`config.mk`:
```
export PLATFORM = sky130hd
export DESIGN_NAME = div_fix_point
export DESIGN_NICKNAME = d
export VERILOG_FILES = /design/src/rtl/div_fix_point.sv
export SDC_FILE = /design/constraint.sdc
export NUM_CORES = 1
export LEC_CHECK = 0
export BUFFER_PORTS_ARGS = -buffer_cell sky130_fd_sc_hd__buf_2
export CAP_MARGIN = 20
export CORE_MARGIN = 1
export CORE_UTILIZATION = 54
export DETAILED_ROUTE_END_ITERATION = 8
export PLACE_DENSITY = 0.73
export RECOVER_POWER = 25
export SETUP_SLACK_MARGIN = 0.05
export SYNTH_ARGS = -nofsm -noshare
export SYNTH_HDL_FRONTEND = slang
export SYNTH_SLANG_ARGS = --single-unit
```
`constraint.sdc`:
```
create_clock -name clk -period 3.99 [get_ports clk]
set_input_delay 0.399 -clock clk [delete_from_list [all_inputs] [get_ports clk]]
set_output_delay 0.399 -clock clk [all_outputs]
set_load 0.005 [all_outputs]
```
`src/rtl/div_fix_point.sv`:
```
// div_fix_point: signed Q-format divider, bit-serial restoring, start/busy/done.
// Define DIV_FIX_POINT_ROUND_EN for round-half-away-from-zero (one extra cycle).
module div_fix_point #(
  parameter int Q = 14,
  parameter int N = 16
) (
  input  logic         clk,
  input  logic         rst_n,
  input  logic         start,
  input  logic [N-1:0] dividend,
  input  logic [N-1:0] divisor,
  output logic         busy,
  output logic         done,
  output logic [N-1:0] quotient,
  output logic         overflow,
  output logic         div_by_zero
);

`ifdef DIV_FIX_POINT_ROUND_EN
  localparam int RND = 1;
`else
  localparam int RND = 0;
`endif
  localparam int IT = N + Q + RND;
  localparam int CW = $clog2(IT);

  typedef enum logic [1:0] {
    IDLE,
    CALC,
    FIN
  } state_t;

  state_t state, state_nx;

  logic          sign;
  logic          dz;
  logic [N-1:0]  b_mag;
  logic [N:0]    rem;
  logic [IT-1:0] qr;
  logic [CW-1:0] cnt;

  logic [N-1:0]  a_in;
  logic [N-1:0]  b_in;
  logic [N+1:0]  rem_sh;
  logic [N:0]    b_ext;
  logic [N:0]    sub;
  logic          q_bit;
  logic [IT-1:0] mag;
  logic [N-1:0]  lim;
  logic          ovf;
  logic [N-1:0]  sat;
  logic [N-1:0]  q_fin;

  assign busy = (state != IDLE);

  assign a_in = dividend[N-1] ? -dividend : dividend;
  assign b_in = divisor[N-1]  ? -divisor  : divisor;

  // numerator bits leave qr from the top while quotient bits enter at the bottom
  assign rem_sh = {rem, qr[IT-1]};
  assign b_ext  = {1'b0, b_mag};
  assign q_bit  = (rem_sh >= {1'b0, b_ext});
  assign sub    = rem_sh[N:0] - b_ext;

`ifdef DIV_FIX_POINT_ROUND_EN
  assign mag = {1'b0, qr[IT-1:1]} + IT'(qr[0]);
`else
  assign mag = qr;
`endif

  assign lim   = sign ? {1'b1, {(N-1){1'b0}}} : {1'b0, {(N-1){1'b1}}};
  assign ovf   = (mag > {{(IT-N){1'b0}}, lim});
  assign sat   = ovf ? lim : mag[N-1:0];
  assign q_fin = dz ? lim : (sign ? -sat : sat);

  always_ff @(posedge clk or negedge rst_n) begin
    if (!rst_n) state <= IDLE;
    else        state <= state_nx;
  end

  always_comb begin
    state_nx = state;
    unique case (state)
      IDLE: begin
        if (start) state_nx = (b_in == '0) ? FIN : CALC;
      end
      CALC: begin
        if (cnt == CW'(IT-1)) state_nx = FIN;
      end
      FIN:     state_nx = IDLE;
      default: state_nx = IDLE;
    endcase
  end

  always_ff @(posedge clk or negedge rst_n) begin
    if (!rst_n) begin
      sign        <= 1'b0;
      dz          <= 1'b0;
      b_mag       <= '0;
      rem         <= '0;
      qr          <= '0;
      cnt         <= '0;
      done        <= 1'b0;
      quotient    <= '0;
      overflow    <= 1'b0;
      div_by_zero <= 1'b0;
    end else begin
      done <= 1'b0;
      unique case (state)
        IDLE: begin
          if (start) begin
            sign        <= dividend[N-1] ^ divisor[N-1];
            dz          <= (b_in == '0);
            b_mag       <= b_in;
            rem         <= '0;
            qr          <= {a_in, {(IT-N){1'b0}}};
            cnt         <= '0;
            overflow    <= 1'b0;
            div_by_zero <= 1'b0;
          end
        end
        CALC: begin
          qr  <= {qr[IT-2:0], q_bit};
          rem <= q_bit ? sub : rem_sh[N:0];
          cnt <= cnt + CW'(1);
        end
        FIN: begin
          done        <= 1'b1;
          quotient    <= q_fin;
          overflow    <= ovf & ~dz;
          div_by_zero <= dz;
        end
        default: ;
      endcase
    end
  end

endmodule

```
==> flow_summary_export.csv, run 1 <==
group,metric,value,unit
run_status,status,"complete, but fails checks",
run_status,violations,"max-capacitance violations, max-slew violations",
power,combPwrFrac,53.3,%
synthesis,syn_area,6200,sq um
timing,grt_setup_unrepaired,"no",
synthesis,synth_area_leaders,"dfrtp_1, ha_1, o21ai_0",
setup_path,critPathRequiredTime,4.25,ns
synthesis,synth_warnings,0,
cells_and_area,final_nets,835,
clock_tree,cts_buffer_depth,2,
power,switching_share,44.28,%
detailed_routing,vias,5746,
cells_and_area,syn2layout_area_growth,13.34,%
synthesis,ys_types,69,
min_path,hold_class,"input pin to flop",
cells_and_area,antenna_cells,0,
power,p_per_area,866.8,nW/um^2
floorplan,die_height,109.2,um
setup_path,worst-r2r-setup-slack,0.34,ns
placed_design,place_congestion,0.8840,
power,p_int,3.394,mW
detailed_routing,drt-pass1-iter-count,5,
setup_path,startpoint,"sign",
power,p_seq_share,28.1,%
setup_path,crit_arrival,3.91,ns
synthesis,synth_top_area_share,36.73,%
floorplan,core_area,11030,sq um
clock_tree,clkLatencyLatePin,0.34,ns
timing,tightest_slew,1.685,ns
setup_path,worstReg2RegStart,"sign",
floorplan,top_level_ports,55,
detailed_routing,wire_per_inst,17.39,um
power,power.total,6.091,mW
timing,setup_viol,0,
detailed_routing,finalWirelength,15770,um
cells_and_area,final_layout_size_suffix_gt1_share,13.69,%
placed_design,dp_hpwl,11140,um
timing,slew_violations,69,
clock_tree,cts_buffers,9,
power,pwr-share-clk,18.5,%
synthesis,postSynthCellCount,721,
timing,post-route-period-util,91.42,%
clock_tree,post-cts-setup-buffers,0,
clock_tree,cts_root_buffer,"clkbuf_16",
global_route,grt_usage,28.10,%
detailed_routing,route.detailed.drc,0,
synthesis,async_reset_ff_share,100.0,%
detailed_routing,first_iter_violations,350,
setup_path,critPathKind,"flop to flop",
timing,holdWs,0.3719,ns
synthesis,synth_edf_count,0,
clock_tree,path_clk_slew,0.07,ns
synthesis,synth_top_area_cell,"dfrtp_1",
synthesis,ys_seq_area_share,36.73,%
setup_path,reg2regPathDepth,13,
clock_tree,htree_levels,3,
global_route,grt_pass1_vias,5336,
timing,min_period,3.648,ns
cells_and_area,utilization,63.70,%
cells_and_area,fillCellCount,964,
setup_path,worstSetupEndpointType,"flop",
synthesis,synth_seq_cells,91,
floorplan,die_area,11910,sq um
global_route,grt_overflow,0,
floorplan,die_w,109.2,um
clock_tree,cts_tree,"yes",
global_route,grt_max_degree,69,
timing,worst_clock_skew,0.007307,ns
clock_tree,cts_sinks,91,
timing,max_slew_margin,-12.31,%
setup_path,timing.rr.end,"quotient[14]",
synthesis,syn_avg_cell_area,8.599,sq um
detailed_routing,vias_per_cell,6.335,
timing,fmax,0.2741,GHz
power,peakVddDrop,0.4813,mV
synthesis,synth_flop_cell,"dfrtp_1",
setup_path,critPathLaunchType,"flop",
setup_path,worstSetupEndpoint,"quotient[14]",
setup_path,cp_max_fo,17,
floorplan,initial_core_util,56.20,%
global_route,antenna_found_initial,0,
power,power.switching,2.697,mW
floorplan,rows,38,
power,p_leak,3.084,nW
global_route,grt_pass1_wl,26320,um
timing,finalHoldViolations,0,
placed_design,portBuffers,54,
run,drv_cap,1,
synthesis,synth_nets,794,
detailed_routing,postRouteAntennaNets,0,
-- cell type report --
class / count / area [sq um] / share of cell area (%)
well taps: 140 / 175.2 / 2.493
repair buffers: 64 / 345.3 / 4.915
flip-flops and latches: 91 / 2278 / 32.43
inverters: 36 / 135.1 / 1.923
multi-input cells: 560 / 3695 / 52.58
clock inverters: 6 / 158.9 / 2.261
clock buffers: 10 / 239.0 / 3.401
-- cell families (layout without fill, tap and decap cells) --
logic type / Yosys count / after routing / synth area share [%]
xor gates and xnor gates: 37 / 37 / 5.227
AOI/OAI and AO/OA: 225 / 226 / 23.75
and+or+nand+nor: 247 / 247 / 20.12
buffers and inverters: 71 / 116 / 4.400
muxes: 12 / 12 / 1.978
adders and majority gates: 38 / 38 / 7.790
DFF: 91 / 91 / 36.73
-- cell usage after synthesis (11+ instances only) --
| cell | number |
|---|---|
| xor2_1 | 22 |
| nor2_1 | 46 |
| inv_1 | 35 |
| nand3_1 | 19 |
| nand4_1 | 16 |
| dfrtp_1 | 91 |
| clkbuf_1 | 28 |
| o21ai_0 | 84 |
| ha_1 | 37 |
| o31ai_1 | 12 |
| nand2_1 | 91 |
| a21oi_1 | 34 |
| a22oi_1 | 11 |
| nor3_1 | 15 |
| xnor2_1 | 15 |
-- per-layer routing --
layer | vias to the layer above | GRT usage, % | share of wire (%)
met3 | 17 | 4.543 | 6.2
met4 | 0 | 7.722 | 1.1
li1 | 2734 | - | -
met5 | - | 0 | 0
met1 | 2777 | 40.41 | 47
met2 | 218 | 43.58 | 46
-- power by group through the flow --
stage / registers, mW / logic (mW) / clock network [mW]
3_3_place_gp: 1.70 / 3.01 / 0
3_5_place_dp: 1.72 / 3.15 / 0
2_1_floorplan: 1.60 / 2.38 / 0
4_1_cts: 1.71 / 3.18 / 1.14
5_1_grt: 1.76 / 3.63 / 1.17
6_report: 1.71 / 3.25 / 1.13
-- worst max-delay path, stage by stage, from the launching register on --
cell       delay [ns]
dfrtp_2          0.58
inv_1            0.16
ha_1             0.36
nand4_1          0.11
nor4_1           0.05
a21oi_1          0.37
a2bb2oi_4        0.38
mux2i_1          0.29
ha_1             0.40
nand2_1          0.16
o31ai_1          0.31
xnor2_1          0.16
mux2i_1          0.08
o21ai_0          0.17
-- stage by stage --
| stage | instance area (sq um) | worst slack, ns | TNS, ns | cells |
|---|---|---|---|---|
| after floorplan | 6200 | 0.3731 | 0 | 721 |
| after global placement | 6594 | 0.1789 | 0 | 890 |
| after detailed placement | 6594 | -0.08723 | -0.08723 | 890 |
| after CTS | 7003 | 0.1177 | 0 | 906 |
| after global routing | 7027 | 0.06905 | 0 | 907 |
| final | 7027 | 0.3422 | 0 | 907 |
-- repair_timing --
item	in CTS	in global routing
endpoints found under the setup margin	1	6
hold buffers	0	0
gates cloned	0	1
hold endpoints to repair	0	0
resized for setup	1	3
-- cell usage in the layout (no fill, tap or decap), types with 10 or more instances in the layout --
master	n
a21oi_1	34
a22o_1	10
a22oi_1	11
buf_2	53
buf_4	10
dfrtp_1	90
ha_1	37
inv_1	35
mux2i_1	10
nand2_1	91
nand3_1	19
nand4_1	16
nor2_1	45
nor3_1	15
o21ai_0	84
o31ai_1	11
xnor2_1	15
xor2_1	22
-- worst min-delay path by stage --
stage	cells past startpoint	startpoint	to	slack [ns]
3_5_place_dp	2	b_mag[4]	b_mag[4]	0.47
2_1_floorplan	0	rst_n	b_mag[0]	0.10
5_1_grt	3	divisor[0]	b_mag[0]	0.38
6_report	3	divisor[0]	b_mag[0]	0.37
4_1_cts	1	rst_n	quotient[5]	0.21
3_3_place_gp	2	b_mag[12]	b_mag[12]	0.47
-- state kept, by name (all words and copies together) (netlist names) --
| signal | count |
|---|---|
| mag | 30 |
| rem | 17 |
| b_mag | 16 |
| quotient | 16 |
| cnt | 5 |
| state | 2 |
| div_by_zero | 1 |
| done | 1 |
| dz | 1 |
| overflow | 1 |
| sign | 1 |
No activity file was read; power rests on OpenSTA's default activity.
==> run 2, diff against run 1 <==
--- a/config.mk
+++ b/config.mk
@@ -9,10 +9,12 @@
 export CAP_MARGIN = 20
 export CORE_MARGIN = 1
 export CORE_UTILIZATION = 54
+export CTS_BUF_LIST = sky130_fd_sc_hd__clkbuf_8
 export DETAILED_ROUTE_END_ITERATION = 8
 export PLACE_DENSITY = 0.73
 export RECOVER_POWER = 25
 export SETUP_SLACK_MARGIN = 0.05
+export SLEW_MARGIN = 0
 export SYNTH_ARGS = -nofsm -noshare
 export SYNTH_HDL_FRONTEND = slang
 export SYNTH_SLANG_ARGS = --single-unit
==> flow_summary_export.csv, run 2 (synthesis gave the netlist of run 1 again) <==
group,metric,value,unit
run_status,violations,"max-capacitance violations, max-slew violations",
setup_path,worstReg2RegStart,"sign",
floorplan,initial_core_util,56.20,%
clock_tree,htree_levels,3,
cells_and_area,final_area,6920,sq um
global_route,antenna_found_initial,0,
clock_tree,cts_sinks,91,
detailed_routing,first_iter_violations,361,
floorplan,die_w,109.2,um
detailed_routing,finalWirelength,15710,um
setup_path,cp_slowest_cell,"dfrtp_2",
min_path,hold_end,"b_mag[0]",
power,p_per_area,845.1,nW/um^2
detailed_routing,vias_per_cell,6.326,
setup_path,cp_slowest_stage_delay,0.58,ns
global_route,grt_usage,27.98,%
detailed_routing,postRouteAntennaNets,0,
global_route,grt_overflow,0,
timing,finalHoldViolations,0,
setup_path,worst-r2r-setup-slack,0.34,ns
placed_design,dpl_cell_area,6594,sq um
cells_and_area,antenna_cells,0,
setup_path,crit_family,"compound AO/OA/AOI/OAI gates",
timing,post-route-period-util,91.45,%
floorplan,die_area,11910,sq um
setup_path,critPathKind,"flop to flop",
power,power.total,5.848,mW
min_path,holdPathStages,3,
power,peakVddDrop,0.4638,mV
setup_path,timing.rr.end,"quotient[14]",
clock_tree,cts_buffer_depth,2,
setup_path,worstSetupEndpointType,"flop",
floorplan,top_level_ports,55,
placed_design,portBuffers,54,
cells_and_area,syn2layout_area_growth,11.62,%
setup_path,reg2regPathDepth,13,
clock_tree,cts_root_buffer,"clkbuf_8",
min_path,hold_class,"input pin to flop",
detailed_routing,wire_per_inst,17.32,um
setup_path,critPathLaunchType,"flop",
detailed_routing,route.detailed.drc,0,
run_status,status,"complete, but fails checks",
min_path,hold_path.startpoint,"divisor[0]",
floorplan,rows,38,
cells_and_area,layout_commonest_cell,"nand2_1",
placed_design,place_congestion,0.8840,
placed_design,dp.cells,890,
timing,setup_viol,0,
run,drv_cap,1,
cells_and_area,final_cell_mix,"nand2_1, dfrtp_1, o21ai_0, buf_2, nor2_1",
floorplan,core_area,11030,sq um
global_route,grt_pass1_wl,26130,um
power,p_leak,3.044,nW
global_route,grt_max_degree,69,
timing,min_period,3.649,ns
detailed_routing,vias,5738,
cells_and_area,finalNonFillerCells,907,
floorplan,die_height,109.2,um
timing,tightest_slew,1.681,ns
timing,grt_setup_unrepaired,"no",
detailed_routing,drt-pass1-iter-count,5,
timing,fmax,0.2741,GHz
global_route,grt_pass1_vias,5324,
placed_design,dp_hpwl,11140,um
timing,max_slew_margin,-12.06,%
setup_path,path_cells,"inv_1 -> ha_1 -> nand4_1 -> nor4_1 -> a21oi_1 -> a2bb2oi_4 -> mux2i_1 -> ha_1 -> nand2_1 -> o31ai_1 -> xnor2_1 -> mux2i_1 -> o21ai_0",
clock_tree,clkLatencyLatePin,0.37,ns
timing,slew_violations,69,
clock_tree,cts_tree,"yes",
setup_path,cp_max_fo,17,
setup_path,cp.buffers_inverters,1,
timing,worst_clock_skew,0.008117,ns
cells_and_area,largest_register_ffs,30,
cells_and_area,final_layout_size_suffix_gt1_share,13.56,%
setup_path,critPathRequiredTime,4.28,ns
cells_and_area,final_nets,835,
clock_tree,path_clk_slew,0.09,ns
clock_tree,post-cts-setup-buffers,0,
setup_path,crit_arrival,3.94,ns
clock_tree,cts_buffers,9,
[run 2: final cells by class]
class / count / area [sq um]
Clock buffer: 10 / 137.6
Multi-Input combinational cell: 560 / 3690
Sequential cell: 91 / 2278
Timing Repair Buffer: 64 / 345.3
Inverter: 36 / 135.1
Fill cell: 985 / 4110
Tap cell: 140 / 175.2
Clock inverter: 6 / 158.9
[run 2: what timing repair did]
item	4_1_cts	5_1_grt
resized for setup	1	2
hold buffers	0	0
gates cloned	0	1
setup endpoints to repair	1	6
[run 2: power by group]
group          switching (mW)  leakage [nW]  total (mW)  internal [mW]
clock                   0.343         0.147       0.905          0.562
sequential              0.394          1.14        1.71           1.31
combinational            1.92          1.75        3.23           1.32
total                    2.65          3.04        5.85           3.19
[run 2: tightest hold or removal path, stage by stage]
cell and delay [ns]:
buf_2 0.12, inv_1 0.07, o21ai_0 0.08
[run 2: worst max path at each step]
stage	startpoint	cells after the start	slack (ns)	endpoint
floorplan	sign	15	0.37	quotient[12]
global placement	sign	13	0.18	quotient[14]
detailed placement	sign	13	-0.09	quotient[14]
CTS	sign	13	0.11	quotient[14]
global route	sign	13	0.07	quotient[14]
finish	sign	13	0.34	quotient[14]
[run 2: layer usage]
layer,GRT usage (%),vias up,part of all wire [%]
met4,10.33,0,1.6
met2,42.77,244,45
li1,-,2726,-
met3,3.347,24,6.4
met1,40.47,2744,47
met5,0,-,0
[run 2: metrics by stage]
stage / utilization (%) / setup slack, ns / TNS [ns] / hold WS (ns)
finish: 62.74 / 0.3412 / 0 / 0.3363
global route: 62.74 / 0.07099 / 0 / 0.3548
CTS: 62.57 / 0.1148 / 0 / 0.1772
detailed placement: 59.78 / -0.08723 / -0.08723 / 0.4716
global placement: 59.78 / 0.1789 / 0 / 0.4654
floorplan: - / 0.3731 / 0 / 0.1034
